<file path="src/rtl/mem_pkg.sv">
// Shared definitions for the memory-access stage.
// - funct3 encodings for load/store access size and sign.
// - FSM state type for the dmem handshake.
package mem_pkg;

    localparam logic [2:0] F3_B  = 3'b000;
    localparam logic [2:0] F3_H  = 3'b001;
    localparam logic [2:0] F3_W  = 3'b010;
    localparam logic [2:0] F3_BU = 3'b100;
    localparam logic [2:0] F3_HU = 3'b101;

    typedef enum logic {
        IDLE,
        WAIT
    } state_t;

endpackage

</file>
<file path="src/rtl/mem_align.sv">
// Combinational byte-lane alignment for the memory stage.
// Ports:
//   i_addr_lo    - low two address bits (byte offset within the word)
//   i_funct3     - access size/sign
//   i_store_data - rs2 value, unshifted
//   i_rdata      - raw word returned by dmem
//   o_mask       - active byte lanes (0 for an unrecognised funct3)
//   o_wdata      - store data shifted into its byte lanes
//   o_load_data  - extracted and sign/zero-extended load result
//   o_misaligned - halfword on an odd address or word on a non-multiple of 4
module mem_align
    import mem_pkg::*;
(
    input  logic [1:0]  i_addr_lo,
    input  logic [2:0]  i_funct3,
    input  logic [31:0] i_store_data,
    input  logic [31:0] i_rdata,
    output logic [3:0]  o_mask,
    output logic [31:0] o_wdata,
    output logic [31:0] o_load_data,
    output logic        o_misaligned
);

    logic [4:0]  w_shamt;
    logic [31:0] w_rshift;

    assign w_shamt  = {i_addr_lo, 3'b000};
    assign o_wdata  = i_store_data << w_shamt;
    assign w_rshift = i_rdata >> w_shamt;

    always_comb begin
        o_mask       = 4'b0000;
        o_load_data  = w_rshift;
        o_misaligned = 1'b0;
        case (i_funct3)
            F3_B: begin
                o_mask      = 4'b0001 << i_addr_lo;
                o_load_data = {{24{w_rshift[7]}}, w_rshift[7:0]};
            end
            F3_BU: begin
                o_mask      = 4'b0001 << i_addr_lo;
                o_load_data = {24'd0, w_rshift[7:0]};
            end
            F3_H: begin
                o_mask       = 4'b0011 << i_addr_lo;
                o_load_data  = {{16{w_rshift[15]}}, w_rshift[15:0]};
                o_misaligned = i_addr_lo[0];
            end
            F3_HU: begin
                o_mask       = 4'b0011 << i_addr_lo;
                o_load_data  = {16'd0, w_rshift[15:0]};
                o_misaligned = i_addr_lo[0];
            end
            F3_W: begin
                o_mask       = 4'b1111;
                o_load_data  = i_rdata;
                o_misaligned = |i_addr_lo;
            end
            default: begin
                o_mask = 4'b0000;
            end
        endcase
    end

endmodule

</file>
<file path="src/rtl/mem_stage.sv">
// Memory-access stage of the 5-stage RV32I pipeline (between EX and WB).
// Drives the data-memory port from the EX/MEM bundle, waits on a
// variable-latency dmem (stalling upstream), and registers the MEM/WB bundle.
// Ports:
//   clk, rst_n                 - clock, asynchronous active-low reset
//   i_valid .. i_reg_write     - EX/MEM bundle
//   o_stall                    - hold EX/MEM and earlier stages
//   o_dmem_*                   - request side of the data-memory port
//   i_dmem_rdata, i_dmem_valid - response side (valid may be tied high)
//   o_wb_*                     - registered MEM/WB bundle
// Parameter TIMEOUT: cycles allowed in WAIT before the access traps; 0 = never.
module mem_stage
    import mem_pkg::*;
#(
    parameter int TIMEOUT = 16
)
(
    input  logic        clk,
    input  logic        rst_n,
    input  logic        i_valid,
    input  logic        i_mem_read,
    input  logic        i_mem_write,
    input  logic [2:0]  i_funct3,
    input  logic [31:0] i_alu_result,
    input  logic [31:0] i_store_data,
    input  logic [4:0]  i_rd,
    input  logic        i_reg_write,
    output logic        o_stall,
    output logic [31:0] o_dmem_addr,
    output logic        o_dmem_ren,
    output logic        o_dmem_wen,
    output logic [31:0] o_dmem_wdata,
    output logic [3:0]  o_dmem_mask,
    input  logic [31:0] i_dmem_rdata,
    input  logic        i_dmem_valid,
    output logic        o_wb_valid,
    output logic [4:0]  o_wb_rd,
    output logic        o_wb_reg_write,
    output logic [31:0] o_wb_data,
    output logic        o_wb_trap
);

    localparam int CNT_W = (TIMEOUT > 1) ? $clog2(TIMEOUT) : 1;

    state_t             r_state;
    logic [CNT_W-1:0]   r_cnt;
    logic               r_ren;
    logic               r_wen;
    logic [4:0]         r_rd;
    logic               r_reg_write;
    logic [31:0]        r_addr;
    logic [1:0]         r_addr_lo;
    logic [2:0]         r_funct3;
    logic [3:0]         r_mask;
    logic [31:0]        r_wdata;

    logic               r_wb_valid;
    logic [4:0]         r_wb_rd;
    logic               r_wb_reg_write;
    logic [31:0]        r_wb_data;
    logic               r_wb_trap;

    logic               w_in_wait;
    logic [1:0]         w_addr_lo;
    logic [2:0]         w_funct3;
    logic [3:0]         w_mask;
    logic [31:0]        w_wdata;
    logic [31:0]        w_load_data;
    logic               w_misaligned;
    logic               w_f3_ok;
    logic               w_mem_op;
    logic               w_bad;
    logic               w_legal;
    logic               w_timeout;
    logic               w_enter_wait;

    // While waiting, alignment works on the latched offset/size so the
    // load result matches the request actually in flight.
    assign w_in_wait = (r_state == WAIT);
    assign w_addr_lo = w_in_wait ? r_addr_lo : i_alu_result[1:0];
    assign w_funct3  = w_in_wait ? r_funct3  : i_funct3;

    mem_align u_align (
        .i_addr_lo    (w_addr_lo),
        .i_funct3     (w_funct3),
        .i_store_data (i_store_data),
        .i_rdata      (i_dmem_rdata),
        .o_mask       (w_mask),
        .o_wdata      (w_wdata),
        .o_load_data  (w_load_data),
        .o_misaligned (w_misaligned)
    );

    // Stores accept only b/h/w; loads additionally accept the unsigned forms.
    always_comb begin
        w_f3_ok = 1'b0;
        if (i_mem_write) begin
            w_f3_ok = (i_funct3 == F3_B) || (i_funct3 == F3_H) || (i_funct3 == F3_W);
        end else begin
            w_f3_ok = (i_funct3 == F3_B)  || (i_funct3 == F3_H) || (i_funct3 == F3_W) ||
                      (i_funct3 == F3_BU) || (i_funct3 == F3_HU);
        end
    end

    assign w_mem_op     = i_valid & (i_mem_read | i_mem_write);
    assign w_bad        = w_mem_op & ((i_mem_read & i_mem_write) | ~w_f3_ok | w_misaligned);
    assign w_legal      = w_mem_op & ~w_bad;
    assign w_timeout    = (TIMEOUT > 0) && (r_cnt == CNT_W'(TIMEOUT - 1));
    assign w_enter_wait = (r_state == IDLE) & w_legal & ~i_dmem_valid;

    // The timeout cycle releases the stall so the trap entry enters MEM/WB
    // on the same edge the FSM returns to IDLE.
    assign o_stall      = w_in_wait ? (~i_dmem_valid & ~w_timeout) : (w_legal & ~i_dmem_valid);
    assign o_dmem_addr  = w_in_wait ? r_addr  : {i_alu_result[31:2], 2'b00};
    assign o_dmem_ren   = w_in_wait ? r_ren   : (w_legal & i_mem_read);
    assign o_dmem_wen   = w_in_wait ? r_wen   : (w_legal & i_mem_write);
    assign o_dmem_mask  = w_in_wait ? r_mask  : (w_legal ? w_mask : 4'b0000);
    assign o_dmem_wdata = w_in_wait ? r_wdata : w_wdata;

    // Request payload latch; only meaningful while in WAIT, so no reset.
    always_ff @(posedge clk) begin
        if (w_enter_wait) begin
            r_addr    <= {i_alu_result[31:2], 2'b00};
            r_addr_lo <= i_alu_result[1:0];
            r_funct3  <= i_funct3;
            r_mask    <= w_mask;
            r_wdata   <= w_wdata;
        end
    end

    always_ff @(posedge clk or negedge rst_n) begin
        if (!rst_n) begin
            r_state        <= IDLE;
            r_cnt          <= '0;
            r_ren          <= 1'b0;
            r_wen          <= 1'b0;
            r_rd           <= 5'd0;
            r_reg_write    <= 1'b0;
            r_wb_valid     <= 1'b0;
            r_wb_rd        <= 5'd0;
            r_wb_reg_write <= 1'b0;
            r_wb_data      <= 32'd0;
            r_wb_trap      <= 1'b0;
        end else begin
            // Default: bubble into MEM/WB unless an instruction retires below.
            r_wb_valid     <= 1'b0;
            r_wb_rd        <= 5'd0;
            r_wb_reg_write <= 1'b0;
            r_wb_data      <= 32'd0;
            r_wb_trap      <= 1'b0;
            case (r_state)
                IDLE: begin
                    r_cnt <= '0;
                    if (w_enter_wait) begin
                        r_state     <= WAIT;
                        r_ren       <= i_mem_read;
                        r_wen       <= i_mem_write;
                        r_rd        <= i_rd;
                        r_reg_write <= i_mem_read & i_reg_write & (i_rd != 5'd0);
                    end else if (i_valid) begin
                        r_wb_valid <= 1'b1;
                        r_wb_rd    <= i_rd;
                        if (w_bad) begin
                            r_wb_trap <= 1'b1;
                        end else if (w_mem_op && i_mem_read) begin
                            r_wb_data      <= w_load_data;
                            r_wb_reg_write <= i_reg_write & (i_rd != 5'd0);
                        end else if (!w_mem_op) begin
                            r_wb_data      <= i_alu_result;
                            r_wb_reg_write <= i_reg_write & (i_rd != 5'd0);
                        end
                    end
                end
                WAIT: begin
                    if (i_dmem_valid) begin
                        r_state        <= IDLE;
                        r_cnt          <= '0;
                        r_ren          <= 1'b0;
                        r_wen          <= 1'b0;
                        r_wb_valid     <= 1'b1;
                        r_wb_rd        <= r_rd;
                        r_wb_reg_write <= r_reg_write;
                        r_wb_data      <= r_ren ? w_load_data : 32'd0;
                    end else if (w_timeout) begin
                        r_state    <= IDLE;
                        r_cnt      <= '0;
                        r_ren      <= 1'b0;
                        r_wen      <= 1'b0;
                        r_wb_valid <= 1'b1;
                        r_wb_rd    <= r_rd;
                        r_wb_trap  <= 1'b1;
                    end else begin
                        r_cnt <= r_cnt + CNT_W'(1);
                    end
                end
                default: r_state <= IDLE;
            endcase
        end
    end

    assign o_wb_valid     = r_wb_valid;
    assign o_wb_rd        = r_wb_rd;
    assign o_wb_reg_write = r_wb_reg_write;
    assign o_wb_data      = r_wb_data;
    assign o_wb_trap      = r_wb_trap;

endmodule

</file>
<file path="config.mk">
export PLATFORM = sky130hd
export DESIGN_NAME = mem_stage
export DESIGN_NICKNAME = d
export VERILOG_FILES = /design/src/rtl/mem_pkg.sv /design/src/rtl/mem_align.sv /design/src/rtl/mem_stage.sv
export SDC_FILE = /design/constraint.sdc
export NUM_CORES = 1
export LEC_CHECK = 0
export ABC_CLOCK_PERIOD_IN_PS = 3300
export BUFFER_PORTS_ARGS = -buffer_cell sky130_fd_sc_hd__buf_2
export CAP_MARGIN = 0
export CORE_MARGIN = 2
export CORE_UTILIZATION = 51
export CTS_CLUSTER_DIAMETER = 100
export CTS_CLUSTER_SIZE = 12
export DETAILED_ROUTE_END_ITERATION = 16
export GPL_TIMING_DRIVEN = 0
export PLACE_DENSITY_LB_ADDON = 0.1
export SLEW_MARGIN = 20
export SYNTH_ARGS = -nofsm -noshare
export SYNTH_HDL_FRONTEND = slang
export SYNTH_SLANG_ARGS = --single-unit
</file>
<file path="constraint.sdc">
create_clock -name clk -period 3.3 [get_ports clk]
set_input_delay 0 -clock clk [delete_from_list [all_inputs] [get_ports clk]]
set_output_delay 0 -clock clk [all_outputs]
set_load 0.02 [all_outputs]
</file>
==> impl_summary.txt <==
----------------------------------------------------
[Status]
  Result of the run ... complete, no violations

[Place]
  HPWL after detailed placement ... 15000 um
  GPL Wtd Cong ... 0.910
  Place WS ... 0.351 ns
  Port bufs ... 218

[Synthesis]
  Main area contributors after synthesis ... edfxtp_1 (32%), dfrtp_1 (20%), mux2_2 (10%)
  Cell Area, Synth ... 6750 sq um
  Synth Flop Type ... edfxtp_1
  Most area-hungry cell type in the Yosys netlist ... edfxtp_1
  Post-synthesis average cell area ... 10.5 sq um
  Share of synthesized registers carrying an async set or reset ... 42.7%
  Seq cells post-synth ... 124
  Mapped Cells ... 640
  Count of flip-flops with a built-in enable after synthesis ... 71
  Synth warn ... 0
  Distinct cells, synth ... 57
  Share of Yosys cell area claimed by the top area cell type ... 31.6%
  Sequential cell area fraction in the yosys report ... 51.2%

[CTS]
  Number of H-tree levels ... 4
  Total CTS buffers ... 17
  Setup Buffers After CTS ... 0
  Maximum count of clock buffers along a single path ... 2
  Clk root buf ... clkbuf_16
  Clock latency at the later pin of the worst-skew pair ... 0.41 ns
  # clock sinks ... 124
  TritonCTS clock tree ... done
  Clk slew on worst S/H paths ... 0.06 ns

[Worst setup path]
  Endpoint type of the worst setup path ... primary output
  Worst setup path class ... register to primary output
  Crit Path Max Fanout ... 80
  CP Data Arrival Time ... 3.01 ns
  Kind of start point of the critical path ... register
  Worst path required time ... 3.30 ns

[Drt]
  Highest routed layer ... met4
  Number of optimization iterations in the first detailed-route pass ... 7
  Via Count ... 6458
  Met1 Routed Length ... 8980 um
  WL met2 ... 10700 um
  Number of remaining DRC errors ... 0
  Average wire per cell in the routed design ... 19.1 um
  DR iter-0 viols ... 554
  Number of vias per cell after detailed routing ... 5.64
  Total detailed-routing wirelength ... 21800 um
  Residual antenna-violating net count after detailed routing ... 0
  Total length of routed met3 wires ... 1690 um

[STA]
  Final-report max-slew violation count ... 0
  Shortest period the worst path allows ... 3.01 ns
  Worst max-slew margin expressed relative to the limit ... 37.3%
  Tightest Pin Transition ... 0.934 ns
  Setup slack after layout ... 0.285 ns
  Total negative setup slack ... 0 ns
  Upper clock frequency limit ... 332 MHz
  Largest clock skew in the final design ... 0.0104 ns
  Final setup violation count ... 0
  Final Hold Violating Endpoints ... 0
  Setup repair after global routing missed its margin ... false
  Final worst path period share ... 91.4%

[Die]
  Full die area ... 14200 sq um
  Initial cell density of the core ... 51.6%
  Ports ... 222
  Floorplan core area ... 13100 sq um
  Vertical die dimension ... 119 um
  Width of the die ... 119 um
  Placement Rows ... 42

[Finish]
  Commonest cells after routing, fill and taps aside ... buf_2 (235), nand2_1 (107), dlygate4sd3_1 (78)
  Number of nets in the layout ... 1068
  Most frequent standard cell in the layout excluding fill and tap cells ... buf_2
  Antenna cell count ... 0
  Growth of design area from synthesis to finish ... 40.5%
  Share of final-layout standard cells stronger than drive strength 1 ... 36.3%
  Fill cell total of the finished layout ... 937

[Flow run]
  Maximum capacitance violations ... 0

[Global routing]
  Global routing usage summed across all routing layers ... 30.8%
  Global route overflow ... 0
  Via count of the first global-routing pass ... 6415
  Wire length of the first global-routing pass ... 33800 um
  Initial antenna violation count ... 0
  Pin count of the biggest net entering global routing ... 81

[Power and ir drop]
  Peak VDD IR ... 300 uV
  Cell area power density ... 508 nW/um^2
  Leakage component of the power ... 4.24 nW
  Total Power ... 4.82 mW

[Min path]
  Tightest Hold Check Type ... input pin to register

----------------------------------------------------
==> critical path: stages, from the launching register on <==
cell	delay (ns)
dfrtp_1	0.42
buf_6	0.18
mux2i_4	0.47
a22oi_4	0.13
nor4_4	0.40
buf_6	0.64
nand2b_1	0.19
buf_2	0.16
==> registers in the layout (all words and copies together) (netlist names), 2 cells and up <==
register / flops
o_wb_data: 32
r_rd: 5
r_mask: 4
r_addr: 30
o_wb_rd: 5
r_funct3: 3
r_cnt: 4
r_wdata: 32
r_addr_lo: 2
==> layer usage <==
layer  vias to the layer above  GRT usage [%]
met5                         -              0
met4                         0           10.3
met3                        38           6.61
met2                       343           51.3
met1                      3096           40.0
li1                       2981              -
==> layout make-up <==
cell class / count / area, sq um / area share, %
Inverter: 6 / 22.5 / 0.238
Sequential cell: 124 / 3460 / 36.5
Clock buffer: 24 / 492 / 5.19
Buffer: 42 / 228 / 2.40
Multi-Input combinational cell: 469 / 3050 / 32.1
Timing Repair Buffer: 296 / 1870 / 19.8
Clock inverter: 8 / 138 / 1.45
Tap cell: 176 / 220 / 2.32
==> per-stage QoR <==
stage / hold slack (ns) / cells / cell area, sq um / util (%)
after floorplan: -0.296 / 641 / 6750 / -
final: 0.0183 / 1145 / 9480 / 72.5
after CTS: 0.00393 / 1145 / 9480 / 72.4
after detailed placement: 0.0788 / 1035 / 8070 / 61.6
after global placement: 0.209 / 1035 / 8060 / 61.6
after global routing: 0.0201 / 1145 / 9480 / 72.5
==> report_power, final <==
| part | internal, mW | switching (mW) |
|---|---|---|
| clock | 1.34 | 0.630 |
| sequential | 1.74 | 0.0364 |
| combinational | 0.436 | 0.641 |
==> cell usage after synthesis (3+ instances only) <==
library cell,n
a21oi_1,51
nand3_1,5
a22o_1,19
buf_4,4
nor2_1,38
inv_1,6
nor2b_1,15
dfrtp_1,53
a32o_1,3
nor2_2,3
nand2_1,107
nor3_1,4
or2_2,4
mux2i_1,25
clkbuf_1,12
buf_6,3
and3_1,9
o21ai_0,47
nand2b_1,6
a221o_1,6
o22ai_1,14
edfxtp_1,71
buf_2,18
o21ai_1,16
a21o_1,3
mux2_2,60
==> cell families (layout without fill, tap and decap cells) <==
family / Yosys count / count (layout) / share of synthesized area, %
and+or+nand+nor: 201 / 201 / 13.7
adders and majority gates: 1 / 1 / 0.185
DFF: 124 / 124 / 51.2
other: 1 / 2 / 0.0556
AOI/OAI and AO/OA: 176 / 176 / 16.6
buffers and inverters: 48 / 376 / 3.65
muxes: 88 / 88 / 14.4
xor gates and xnor gates: 1 / 1 / 0.130
==> worst paths after layout <==
kind	from	to	slack, ns	cells past startpoint
hold / removal	i_store_data[3]	r_wdata[11]	0.02	3
setup reg to reg	r_state	r_wdata[9]	0.47	7
setup / recovery	r_state	o_stall	0.29	7
hold reg to reg	r_rd[4]	r_rd[4]	0.50	1
min in group asynchronous	rst_n	o_wb_data[28]	0.18	2
max in group asynchronous	rst_n	o_wb_data[0]	2.65	2
==> what timing repair did <==
action | in CTS | in global routing
endpoints found under the setup margin | 0 | 1
resized for setup | 0 | 1
hold buffers | 78 | 0
hold endpoints to repair | 153 | 0
(Power assumes the default switching activity.)
